==> config.mk <==
export PLATFORM = sky130hd
export DESIGN_NAME = min_max_scan_controller
export DESIGN_NICKNAME = d
export VERILOG_FILES = /design/src/rtl/min_max_scan_controller.sv
export SDC_FILE = /design/constraint.sdc
export NUM_CORES = 1
export LEC_CHECK = 0
export CAP_MARGIN = 40
export CORE_MARGIN = 8
export CORE_UTILIZATION = 48
export DETAILED_ROUTE_END_ITERATION = 10
export GPL_ROUTABILITY_DRIVEN = 0
export PLACE_DENSITY = 0.84
export SLEW_MARGIN = 10
export SYNTH_ARGS = -nofsm -noshare
export SYNTH_HDL_FRONTEND = slang
export SYNTH_HIERARCHICAL = 1
export SYNTH_SLANG_ARGS = --single-unit
==> constraint.sdc <==
create_clock -name Clock_In -period 2.91 [get_ports Clock_In]
set_input_delay 0.4365 -clock Clock_In [delete_from_list [all_inputs] [get_ports Clock_In]]
set_output_delay 0.4365 -clock Clock_In [all_outputs]
set_load 0.05 [all_outputs]
==> src/rtl/min_max_scan_controller.sv <==
// Block min/max scanner: streams BLOCK_LENGTH unsigned bytes through one shared
// 8-bit comparator, reporting extremes and first-occurrence indices per block.

module comparator_8bit (
   input  logic       Reset_In,
   input  logic [7:0] A_In,
   input  logic [7:0] B_In,
   output logic       A_Less_Than_B,
   output logic       A_Greater_Than_B
);

   // Reset forces both flags low so no result register can load during reset.
   always_comb begin
      A_Less_Than_B    = 1'b0;
      A_Greater_Than_B = 1'b0;
      if (!Reset_In) begin
         A_Less_Than_B    = (A_In < B_In);
         A_Greater_Than_B = (A_In > B_In);
      end
   end

endmodule

module min_max_scan_controller #(
   parameter int unsigned BLOCK_LENGTH = 8
) (
   input  logic       Clock_In,
   input  logic       Reset_In,
   input  logic       Start_In,
   input  logic [7:0] Data_In,
   input  logic       Data_Valid_In,
   output logic       Data_Ready_Out,
   output logic       Busy_Out,
   output logic       Done_Out,
   output logic [7:0] Min_Out,
   output logic [7:0] Max_Out,
   output logic [7:0] Min_Index_Out,
   output logic [7:0] Max_Index_Out
);

   localparam logic [7:0] LAST_IDX = 8'(BLOCK_LENGTH - 1);

   typedef enum logic [2:0] {
      ST_IDLE,
      ST_ACCEPT,
      ST_CMP_MIN,
      ST_CMP_MAX,
      ST_DONE
   } state_t;

   state_t     state_q, state_d;
   logic [7:0] count_q, count_d;
   logic [7:0] sample_q, sample_d;
   logic [7:0] min_q, min_d;
   logic [7:0] max_q, max_d;
   logic [7:0] min_idx_q, min_idx_d;
   logic [7:0] max_idx_q, max_idx_d;

   logic [7:0] cmp_b;
   logic       cmp_lt;
   logic       cmp_gt;

   // Operand B selects the running extreme being challenged this cycle.
   always_comb begin
      cmp_b = min_q;
      if (state_q == ST_CMP_MAX) begin
         cmp_b = max_q;
      end
   end

   comparator_8bit u_cmp (
      .Reset_In         (Reset_In),
      .A_In             (sample_q),
      .B_In             (cmp_b),
      .A_Less_Than_B    (cmp_lt),
      .A_Greater_Than_B (cmp_gt)
   );

   always_comb begin
      state_d   = state_q;
      count_d   = count_q;
      sample_d  = sample_q;
      min_d     = min_q;
      max_d     = max_q;
      min_idx_d = min_idx_q;
      max_idx_d = max_idx_q;

      case (state_q)
         ST_IDLE: begin
            if (Start_In) begin
               state_d = ST_ACCEPT;
               count_d = '0;
            end
         end

         ST_ACCEPT: begin
            if (Data_Valid_In) begin
               sample_d = Data_In;
               if (count_q == '0) begin
                  min_d     = Data_In;
                  max_d     = Data_In;
                  min_idx_d = '0;
                  max_idx_d = '0;
                  if (BLOCK_LENGTH == 1) begin
                     state_d = ST_DONE;
                  end else begin
                     count_d = count_q + 8'd1;
                  end
               end else begin
                  state_d = ST_CMP_MIN;
               end
            end
         end

         ST_CMP_MIN: begin
            if (cmp_lt) begin
               min_d     = sample_q;
               min_idx_d = count_q;
            end
            state_d = ST_CMP_MAX;
         end

         ST_CMP_MAX: begin
            if (cmp_gt) begin
               max_d     = sample_q;
               max_idx_d = count_q;
            end
            if (count_q == LAST_IDX) begin
               state_d = ST_DONE;
            end else begin
               count_d = count_q + 8'd1;
               state_d = ST_ACCEPT;
            end
         end

         ST_DONE: begin
            state_d = ST_IDLE;
         end

         default: begin
            state_d = ST_IDLE;
         end
      endcase
   end

   always_ff @(posedge Clock_In) begin
      if (Reset_In) begin
         state_q   <= ST_IDLE;
         count_q   <= '0;
         sample_q  <= '0;
         min_q     <= '0;
         max_q     <= '0;
         min_idx_q <= '0;
         max_idx_q <= '0;
      end else begin
         state_q   <= state_d;
         count_q   <= count_d;
         sample_q  <= sample_d;
         min_q     <= min_d;
         max_q     <= max_d;
         min_idx_q <= min_idx_d;
         max_idx_q <= max_idx_d;
      end
   end

   assign Data_Ready_Out = (state_q == ST_ACCEPT);
   assign Busy_Out       = (state_q == ST_ACCEPT) || (state_q == ST_CMP_MIN) ||
                           (state_q == ST_CMP_MAX);
   assign Done_Out       = (state_q == ST_DONE);
   assign Min_Out        = min_q;
   assign Max_Out        = max_q;
   assign Min_Index_Out  = min_idx_q;
   assign Max_Index_Out  = max_idx_q;

endmodule

==> run summary, run 1 <==
The tightest min-delay check is of the flip-flop to flip-flop type. The relative area change from synthesis to final layout is 23.5%. The total grt overflow was 0; the die height was 92.4 µm. Number of I/O pins: 47.

The die covers 0.00853 mm². Type of the worst setup path: flip-flop to output port. In the post-synthesis netlist, the biggest area contributors are sky130_fd_sc_hd__dfxtp_1 36%, sky130_fd_sc_hd__mux2i_1 6.1%, sky130_fd_sc_hd__nand3_1 5.2%. The final worst-path cycle share is 0.987, and the static leakage is 1.22 nW.

The area of the placeable core was 0.00578 mm². Counting along the longest clock path gives a buffer depth of 2. For this run, the post-layout net count is 388.

The average cell area after synthesis was 8.72 µm². The largest total area in the synthesized netlist belongs to sky130_fd_sc_hd__dfxtp_1. The synthesized netlist occupies a cell area of 0.00280 mm². The tool flagged a number of max-cap violations equal to 0. For the data required time of the critical path, the log shows 2470 ps.

The post-synthesis cell type count came out at 52. Counting instances in the post-synthesis netlist gives the leading cell types as 51 x sky130_fd_sc_hd__dfxtp_1, 29 x sky130_fd_sc_hd__nand3_1, 26 x sky130_fd_sc_hd__nand2_1. The final standard cell utilization of the core is 0.598, and the number of remaining DRC errors is 0. The total inserted antenna cells is 0. The transition time at the pin with the least slew margin is 755 ps, and the cell count after synthesis is 321.

The tools report the final hold violation count as 0. Proportion of layout cells with a drive suffix above 1: 0.131. The clock arrives with 7.90 ps of skew. The logs give 0 for the initial antenna violation count and 51 for the TritonCTS sink count. The clock-pin slew on the worst setup and hold paths came out at 90 ps.

The type of element launching the critical path is a flip-flop. The fraction of synthesized cell area taken by the top area cell type came out at 0.365. The overall global routing resource usage was 0.168.

STA puts the critical path data arrival time at 2430 ps. The logs give 7510 µm for the routed wire length and 0.484 for the starting density of the core. The run gives 0.496 as the tightest slew margin relative to the limit. TritonCTS built the clock tree. Half-perimeter wire length after placement: 5300 µm. The number of hold-repair buffers added at the cts stage is 0, and the horizontal die dimension is 92.4 µm. The first global-routing pass estimated 12,100 µm of wire. The worst setup path is captured at an output port. The clock latency on the worst-skew pair was 300 ps. The wire length per cell is 17.0 µm. Derived from the worst setup path, the maximum achievable clock frequency is 348 MHz. The via density per instance was 6.03; the post-synthesis register bit count was 51. The tree is rooted in a sky130_fd_sc_hd__clkbuf_8. The fraction of synthesis flops using an asynchronous set or reset pin was 0. The maximum fanout count along the critical path works out to 16.

Entering global routing, the biggest net connects 36 pins. The final critical delay including setup and external delays was 2870 ps; the total power per unit cell area was 576 mW/mm². Setup violations remaining at the end of the flow were counted as 0.

The total of buffers placed on input and output ports is 46. The number of global-route vias before repair came out at 2,526. The most used flip-flop cell after synthesis is sky130_fd_sc_hd__dfxtp_1. For the number of H-tree levels, the log shows 2.

The number of DRC markers after the initial detailed-route iteration is 194. The logs give 510 for the number of filler instances in the final layout and 4 for the number of iterations in the first detailed-routing pass. The detail route stage leaves a number of antenna-violating nets equal to 0.

The run finished with clean final reports. The number of nets in the synthesized netlist is 343. The run gives 0.365 as the sequential cell area fraction in the yosys report.

The final route contains 2,667 vias. The cell with the most instances after synthesis was sky130_fd_sc_hd__dfxtp_1. For the number of warnings printed during yosys synthesis, the log shows 6. After floorplanning, the core was divided into 28 placement rows.

The tools report the overall power after layout as 1.99 mW. The final number of max-transition violations came out at 0. In this run, CTS created clock tree buffers numbering 5. The number of enable-type register cells in the synthesized netlist came out at 0. Across the VDD grid, the largest voltage drop is 324 µV.
==> where the power goes <==
part	internal (mW)	switching (mW)	leakage [nW]	total, mW
combinational	0.302	0.495	0.767	0.797
clock	0.169	0.227	0.0422	0.396
sequential	0.749	0.0492	0.414	0.799
total	1.22	0.771	1.22	1.99
==> critical path, cell delays in order (launching register included) <==
cell and delay [ps]:
sky130_fd_sc_hd__dfxtp_1 440, sky130_fd_sc_hd__buf_4 270, sky130_fd_sc_hd__or3b_1 480, sky130_fd_sc_hd__inv_2 130, sky130_fd_sc_hd__clkdlybuf4s50_1 810
==> layout by cell type, fill, tap and decap left out, drive strengths merged, types with 4 or more instances in the layout <==
cell,n
nand3,29
a311oi,8
nand2b,5
a21oi,20
a211oi,12
mux2i,17
nor2,18
clkdlybuf4s50,45
buf,17
nand4,11
inv,16
o32ai,4
dfxtp,51
nand2,28
mux2,8
nor3,18
ha,10
clkbuf,7
and3,4
==> flip-flops by register name, indices dropped and copies added, names as in the netlist <==
| signal | flops |
|---|---|
| Max_Index_Out | 8 |
| Max_Out | 8 |
| Min_Index_Out | 8 |
| Min_Out | 8 |
| count_q | 8 |
| sample_q | 8 |
| state_q | 3 |
==> per-stage QoR <==
stage / hold slack (ps) / instance area, µm² / instances / setup TNS [ps] / worst slack [ps]
2_1_floorplan: 477 / 2810 / 321 / 0 / 20.3
3_3_place_gp: 458 / 3340 / 431 / 0 / 171
3_5_place_dp: 458 / 3340 / 431 / 0 / 9.44
4_1_cts: 478 / 3420 / 439 / 0 / 9.46
5_1_grt: 491 / 3460 / 442 / -1.56 / -1.56
6_report: 474 / 3460 / 442 / 0 / 38.9
==> metal layers <==
metal,routed length (µm),global-route usage,vias up
met5,0,0,-
met2,3680,0.280,107
met3,484,0.0283,12
li1,-,-,1273
met1,3230,0.213,1275
met4,119,0.0644,0
==> cells by family after synthesis <==
kind of cell             after synthesis  share of synthesized area
flip-flops                            51                      0.365
XOR/XNOR                               1                    0.00313
AND/OR/NAND/NOR                      129                      0.243
buffers and inverters                 41                     0.0634
multiplexers                          25                     0.0929
AO/OA/AOI/OAI                         64                      0.189
adder cells (fa/ha/maj)               10                     0.0447
==> area by class of cell <==
class | instances | area [µm²] | share of cell area
Multi-Input combinational cell | 230 | 1630 | 0.470
Clock inverter | 1 | 5.00 | 0.00145
Sequential cell | 51 | 1020 | 0.295
Tap cell | 75 | 93.8 | 0.0271
Timing Repair Buffer | 62 | 576 | 0.166
Inverter | 16 | 60.1 | 0.0174
Clock buffer | 7 | 76.3 | 0.0221
==> repair_timing <==
item | in CTS | in global routing
gates resized for setup | 1 | 3
hold endpoints to repair | 0 | 0
endpoints found under the setup margin | 1 | 32
pin swaps | 0 | 1
gates cloned | 0 | 1
setup buffers | 0 | 2
==> worst paths after layout <==
kind                                 startpoint                            end  cells past startpoint  slack (ps)
setup / recovery        state_q[0]$_SDFFE_PP0P_                 Data_Ready_Out                      4          40
hold reg to reg   Min_Index_Out[4]$_SDFFE_PP0P_  Min_Index_Out[4]$_SDFFE_PP0P_                      2         470
setup reg to reg        state_q[1]$_SDFFE_PP0P_        Max_Out[4]$_SDFFE_PP0P_                     13         180
hold / removal    Min_Index_Out[4]$_SDFFE_PP0P_  Min_Index_Out[4]$_SDFFE_PP0P_                      2         470
(Power assumes the default switching activity.)
==> inputs of run 2 (changes only) <==
--- a/config.mk
+++ b/config.mk
@@ -7,10 +7,11 @@
 export LEC_CHECK = 0
 export CAP_MARGIN = 40
 export CORE_MARGIN = 8
-export CORE_UTILIZATION = 48
+export CORE_UTILIZATION = 50
 export DETAILED_ROUTE_END_ITERATION = 10
 export GPL_ROUTABILITY_DRIVEN = 0
 export PLACE_DENSITY = 0.84
+export SETUP_SLACK_MARGIN = 0.2
 export SLEW_MARGIN = 10
 export SYNTH_ARGS = -nofsm -noshare
 export SYNTH_HDL_FRONTEND = slang
==> constraint.sdc (replaced) <==
create_clock -name Clock_In -period 3.05 [get_ports Clock_In]
set_input_delay 0.4575 -clock Clock_In [delete_from_list [all_inputs] [get_ports Clock_In]]
set_output_delay 0.4575 -clock Clock_In [all_outputs]
set_load 0.05 [all_outputs]
==> run summary, run 2 (synthesized netlist as in run 1, its figures left out) <==
The wire length per cell came out at 17.3 µm (was 17.0 µm). The type of the worst setup path is flip-flop to flip-flop (was flip-flop to output port). The finished layout cell area is 0.00348 mm² (was 0.00346 mm²), and the relative area change from synthesis to final layout is 24.2% (was 23.5%). The class of the tightest hold or removal check was flip-flop to flip-flop (unchanged).

The data arrival time of the critical path came out at 2990 ps (was 2430 ps). The endpoint type of the worst setup path was a flip-flop (was an output port). The final number of max-transition violations was 0 (unchanged).

The logs give 5240 µm (was 5300 µm) for the half-perimeter wire length after placement and 0.636 (was 0.598) for the final standard cell utilization of the core. The logs give 747 µW (was 771 µW) for the power dissipated by switching net loads and 180 (was 194) for the number of DRC markers after the initial detailed-route iteration. The logs give 0.523 (was 0.496) for the tightest slew margin relative to the limit and 1.24 nW (was 1.22 nW) for the static leakage. The tools report the final layout net count as 388 (unchanged). The biggest cell delay along the critical path was 340 ps (was 810 ps).

The final setup violation count was 0 (unchanged). The logs give 0.397 (was 0.400) for the combinational cell fraction of total power and 481 (was 510) for the number of filler instances in the final layout. The total inserted antenna cells came out at 0 (unchanged).

The tools report the worst ir drop on vdd as 339 µV (was 324 µV). Portion of total power attributed to the clock network: 0.205 (was 0.199). The final hold violation count was 0 (unchanged); the number of violations of the max-capacitance limit was 0 (unchanged).

The tools report the number of remaining DRC errors as 0 (unchanged). The tools report the type of element launching the critical path as a flip-flop (unchanged). By instance count, the cell type seen most on the critical path is sky130_fd_sc_hd__buf_4. For the final setup slack of the worst path, the log shows 294 ps (was 38.9 ps).

The total internal power came out at 1.16 mW (was 1.22 mW). Clock-pin slew on the worst setup and hold paths: 100 ps (was 90 ps). The run gives 0 (unchanged) as the initial antenna violation count. The overall global routing resource usage is 0.181 (was 0.168), and the net switching fraction of the power is 0.391 (was 0.387).

The logs give 0.00333 mm² (was 0.00334 mm²) for the cell area reported after detailed placement and 310 ps (was 300 ps) for the clock latency on the worst-skew pair. For the number of buffers added by the clock tree synthesis step, the log shows 5 (unchanged). The number of I/O pins came out at 47 (unchanged). The total grt overflow came out at 0 (unchanged). The total power per unit cell area came out at 550 mW/mm² (was 576 mW/mm²). The flow ran to the end, and the final reports show no timing, DRC or antenna violations. The run gives 0 (unchanged) as the number of hold-repair buffers added at the cts stage.

The post-route clock skew is 6.17 ps (was 7.90 ps), and the routed wire length is 7590 µm (was 7510 µm). The starting density of the core was 0.512 (was 0.484). The final worst-path cycle share is 0.904.

The tools report the pin count of the biggest net entering global routing as 43 (was 36). The most common cell after layout, fill and taps aside is sky130_fd_sc_hd__dfxtp_1 (unchanged). Based on the critical path, the design can be clocked at up to 363 MHz.

CP cell instances: nor2b_2, nand2_4, buf_4, mux2_1, inv_1, ha_1, o211ai_1, a21o_1, a211oi_2, and3_4, buf_4, nor3_1, a311oi_2 (was buf_4, or3b_1, inv_2, clkdlybuf4s50_1). The horizontal die dimension was 90.8 µm (was 92.4 µm); the number of iterations in the first detailed-routing pass was 4 (unchanged). The area enclosed by the die boundary was 0.00825 mm² (was 0.00853 mm²); the register-to-register setup slack was 290 ps (was 180 ps). The final critical delay including setup and external delays is 2760 ps.

TritonCTS built the clock tree. The maximum fanout count along the critical path works out to 14 (was 16). Setup repair after global routing could not meet its margin everywhere. The via density per instance was 6.15 (was 6.03). The cell with the largest stage delay on the worst path is sky130_fd_sc_hd__dfxtp_1 (was sky130_fd_sc_hd__clkdlybuf4s50_1).

Data required time of the critical path: 3280 ps (was 2470 ps). The tools report the number of global-route vias before repair as 2,691 (was 2,526). The sequential share of power came out at 0.398 (was 0.401).

Root buffer cell: sky130_fd_sc_hd__clkbuf_8 (unchanged). The TritonCTS sink count is 51 (unchanged). Highest-count cells in the layout ignoring fill and taps: 51 x sky130_fd_sc_hd__dfxtp_1, 44 x sky130_fd_sc_hd__clkdlybuf4s50_1, 29 x sky130_fd_sc_hd__nand3_1 (was 51 x sky130_fd_sc_hd__dfxtp_1, 45 x sky130_fd_sc_hd__clkdlybuf4s50_1, 29 x sky130_fd_sc_hd__nand3_1).

The maximum clock path buffer count is 2 (unchanged), and the number of placement rows is 27 (was 28). The detailed-route via count came out at 2,701 (was 2,667). The final hold slack was 470 ps (was 474 ps); the post-route antenna net violation count was 0 (unchanged). The area of the placeable core was 0.00547 mm² (was 0.00578 mm²); the proportion of layout cells with a drive suffix above 1 was 0.144 (was 0.131). The tools report the global-route wire length before repair as 12,600 µm (was 12,100 µm).

The total of buffers placed on input and output ports came out at 46 (unchanged). The transition time at the pin with the least slew margin came out at 715 ps (was 755 ps). The number of H-tree levels is 2 (unchanged). The run gives 225 ps (was 9.44 ps) as the worst setup slack before clock tree synthesis. The final total negative setup slack is 0 ps (unchanged).

The die height was 90.8 µm (was 92.4 µm).
-- run 2: changes by cell type in the layout (fill, tap and decap cells not counted) --
cell                              delta
sky130_fd_sc_hd__clkbuf_1            -2
sky130_fd_sc_hd__nor3_1              -2
sky130_fd_sc_hd__nor2b_2             +1
sky130_fd_sc_hd__and3_1              -1
sky130_fd_sc_hd__dlymetal6s2s_1      +1
sky130_fd_sc_hd__nor2b_4             -1
sky130_fd_sc_hd__nand2_2             -1
sky130_fd_sc_hd__buf_6               +1
sky130_fd_sc_hd__nor3_2              +2
sky130_fd_sc_hd__and3_4              +1
sky130_fd_sc_hd__clkdlybuf4s50_1     -1
sky130_fd_sc_hd__clkinvlp_4          +2
-- run 2: per-layer routing --
| layer | GRT usage | vias up | part of all wire |
|---|---|---|---|
| met3 | 0.0507 | 14 | 0.071 |
| li1 | - | 1269 | - |
| met5 | 0 | - | 0 |
| met1 | 0.213 | 1308 | 0.43 |
| met4 | 0.0682 | 0 | 0.013 |
| met2 | 0.305 | 110 | 0.49 |
-- run 2: per-stage QoR --
stage | instances | total power, mW
after floorplan | 321 | 1.31
after global placement | 426 | 1.49
after detailed placement | 426 | 1.51
after CTS | 434 | 1.91
after global routing | 439 | 2.01
final | 439 | 1.91
-- run 2: power groups by stage --
| stage | combinational (mW) | sequential [mW] | clock (mW) |
|---|---|---|---|
| after floorplan | 0.433 | 0.879 | 0 |
| after global placement | 0.721 | 0.774 | 0 |
| after detailed placement | 0.737 | 0.775 | 0 |
| after CTS | 0.741 | 0.760 | 0.405 |
| after global routing | 0.811 | 0.768 | 0.432 |
| final | 0.758 | 0.761 | 0.392 |
-- run 2: worst max-delay path, delay by kind of cell, from the launching register on --
| family | cells | cell delay (ps) |
|---|---|---|
| DFF | 1 | 340 |
| and+or+nand+nor | 4 | 670 |
| muxes | 1 | 200 |
| AOI/OAI and AO/OA | 4 | 750 |
| buffers and inverters | 3 | 390 |
| adders and majority gates | 1 | 300 |
-- run 2: area by class of cell --
| class | count | area [µm²] | area share |
|---|---|---|---|
| Clock buffer | 5 | 68.8 | 0.0198 |
| Clock inverter | 3 | 20.0 | 0.00576 |
| Sequential cell | 51 | 1020 | 0.294 |
| Multi-Input combinational cell | 229 | 1630 | 0.468 |
| Inverter | 16 | 60.1 | 0.0173 |
| Timing Repair Buffer | 63 | 589 | 0.169 |
| Tap cell | 72 | 90.1 | 0.0259 |
-- run 2: timing repair --
item                                    4_1_cts  5_1_grt
resized for setup                             1        7
endpoints found under the setup margin        4       30
setup buffers                                 0        5
pin swaps                                     0        1
-- run 2: worst paths after layout --
kind,start,to,cells past startpoint
setup / recovery,state_q[1]$_SDFFE_PP0P_,Max_Out[2]$_SDFFE_PP0P_,13
hold / removal,Min_Index_Out[0]$_SDFFE_PP0P_,Min_Index_Out[0]$_SDFFE_PP0P_,2
setup reg to reg,state_q[1]$_SDFFE_PP0P_,Max_Out[2]$_SDFFE_PP0P_,13
hold reg to reg,Min_Index_Out[0]$_SDFFE_PP0P_,Min_Index_Out[0]$_SDFFE_PP0P_,2
==> RTL edit (flow settings as in run 1) <==
Re-encode `state_t` (5 states) as Gray code, 3 bits wide.
--- a/src/rtl/min_max_scan_controller.sv
+++ b/src/rtl/min_max_scan_controller.sv
@@ -43,7 +43,7 @@
    typedef enum logic [2:0] {
-      ST_IDLE,
-      ST_ACCEPT,
-      ST_CMP_MIN,
-      ST_CMP_MAX,
-      ST_DONE
+      ST_IDLE    = 3'b000,
+      ST_ACCEPT  = 3'b001,
+      ST_CMP_MIN = 3'b011,
+      ST_CMP_MAX = 3'b010,
+      ST_DONE    = 3'b110
    } state_t;
Function: no difference found for any inputs over 10 cycles, from zero or initial values and one cycle with Reset_In high; not proved beyond that.
==> RTL edit against run 1 <==
- the flow now finishes with violations (setup timing)
- cell area grew 6.5%
- synthesized area shrank 6.8%
- utilization grew 8.7 points
- worst setup slack lost 110 ps
- hold slack lost 15 ps
- non-clock buffer count grew 12
- sequential cell count is the same
- routed wire length grew 4.1%
- global-route usage shrank 0.62 points
Power is not compared: it rests on default switching activity, and its combinational part moved more than twofold at a synthesized area within 25%.
==> RTL edit: results (changes against run 1) <==
| Metric | Value |
|---|---|
| Final wirelength | `7.822 mm (+4.1%)` |
| Failing checks | `setup timing` |
| First-pass GRT wire length | `11.14 mm (-7.9%)` |
| Slew at the pin with the worst max-slew slack | `605.5 ps (-149.6 ps)` |
| Synth top area share | `39.14% (+2.7 points)` |
| R2R depth | `16 (+3)` |
| Worst Hold Path EP | `Max_Index_Out[4]` |
| Compound-gate portion of the synthesized area | `15.35% (-3.5 points)` |
| Placed instance count | `410 (-4.9%)` |
| Seq/Total Area, Yosys | `39.14% (+2.7 points)` |
| Vias in the first global route | `2331 (-7.7%)` |
| Adder-cell share of the synthesized area | `4.796% (+0.33 points)` |
| HP Start | `Max_Index_Out[4]` |
| Xor/xnor share of the synthesized area | `0.3357% (+0.023 points)` |
| Multiplexer area fraction after synthesis | `13.05% (+3.8 points)` |
| Post-Layout Inst Area | `3681 um2 (+6.5%)` |
| Skew final | `7.141 ps (-0.7548 ps)` |
| Reg-to-Reg Start | `state_q[0]` |
| Cell variety after synth | `47 (-9.6%)` |
| NumNets Final | `387 (-0.26%)` |
| Critical path destination | `Min_Out[5]` |
| Largest net degree at the start of global routing | `57 (+58%)` |
| Fillers | `383 (-25%)` |
| Initial DRC count | `146 (-25%)` |
| DR WL/cell | `17.90 um (+5.3%)` |
| Pre-CTS setup slack | `-83.83 ps (-93.27 ps)` |
| Largest cells by area after synthesis | `dfxtp_1 (39%), mux2_1 (6.5%), mux2i_1 (6.1%)` |
| Worst setup margin | `-70.87 ps (-109.7 ps)` |
| Mapped Cells | `304 (-5.3%)` |
| Synth Net Count | `326 (-5.0%)` |
| Avg Vias per Cell | `5.588 (-7.4%)` |
| Share of cells above drive strength 1 | `22.19% (+9.1 points)` |
| Worst path arrival time | `3160 ps (+730 ps)` |
| Crit path max fanout | `6 (-10)` |
| Hpwl dp | `4.504 mm (-15%)` |
| Setup TNS Final | `-355.5 ps (-355.5 ps)` |
| Crit path max-delay family | `simple AND/OR/NAND/NOR gates` |
| Hold slack | `459.4 ps (-14.83 ps)` |
| GR Util All Layers | `16.23% (-0.62 points)` |
| Slowest stage delay, CP | `350 ps (-460 ps)` |
| Status | `complete, but fails checks` |
| Setup violators final | `13 (+13)` |
[RTL edit: cell count changes in the layout (fill, tap and decap cells not counted), sizes merged, moves of 4 or more]
cell,delta
inv,-4
nand3,-19
o21ai,+8
buf,+9
a311oi,-8
mux2,+8
nand4,-9
nor3,-16
nand2,+8
nor2b,+4
a22oi,+8
o32ai,-4
nor2,+21
[RTL edit: what timing repair did]
action	4_1_cts	5_1_grt
endpoints found under the hold margin	0	0
cloned	0	4
setup buffers	4	12
setup endpoints to repair	16	18
pin swaps	1	17
resized for setup	0	43
[RTL edit: metal layers]
layer  routed length, um  vias up  GRT usage [%]
met3                 363       14          4.156
li1                    -     1181              -
met1                3346     1181          19.07
met2                3975       66          28.28
met5                   0        -              0
met4                 136        0          4.513
[RTL edit: final cells by class]
type / count / share of cell area (%)
clock buffers: 6 / 1.971
clock inverters: 1 / 0.8158
inverters: 12 / 1.224
multi-input cells: 221 / 44.66
flip-flops and latches: 51 / 27.77
well taps: 72 / 2.447
repair buffers: 74 / 21.11
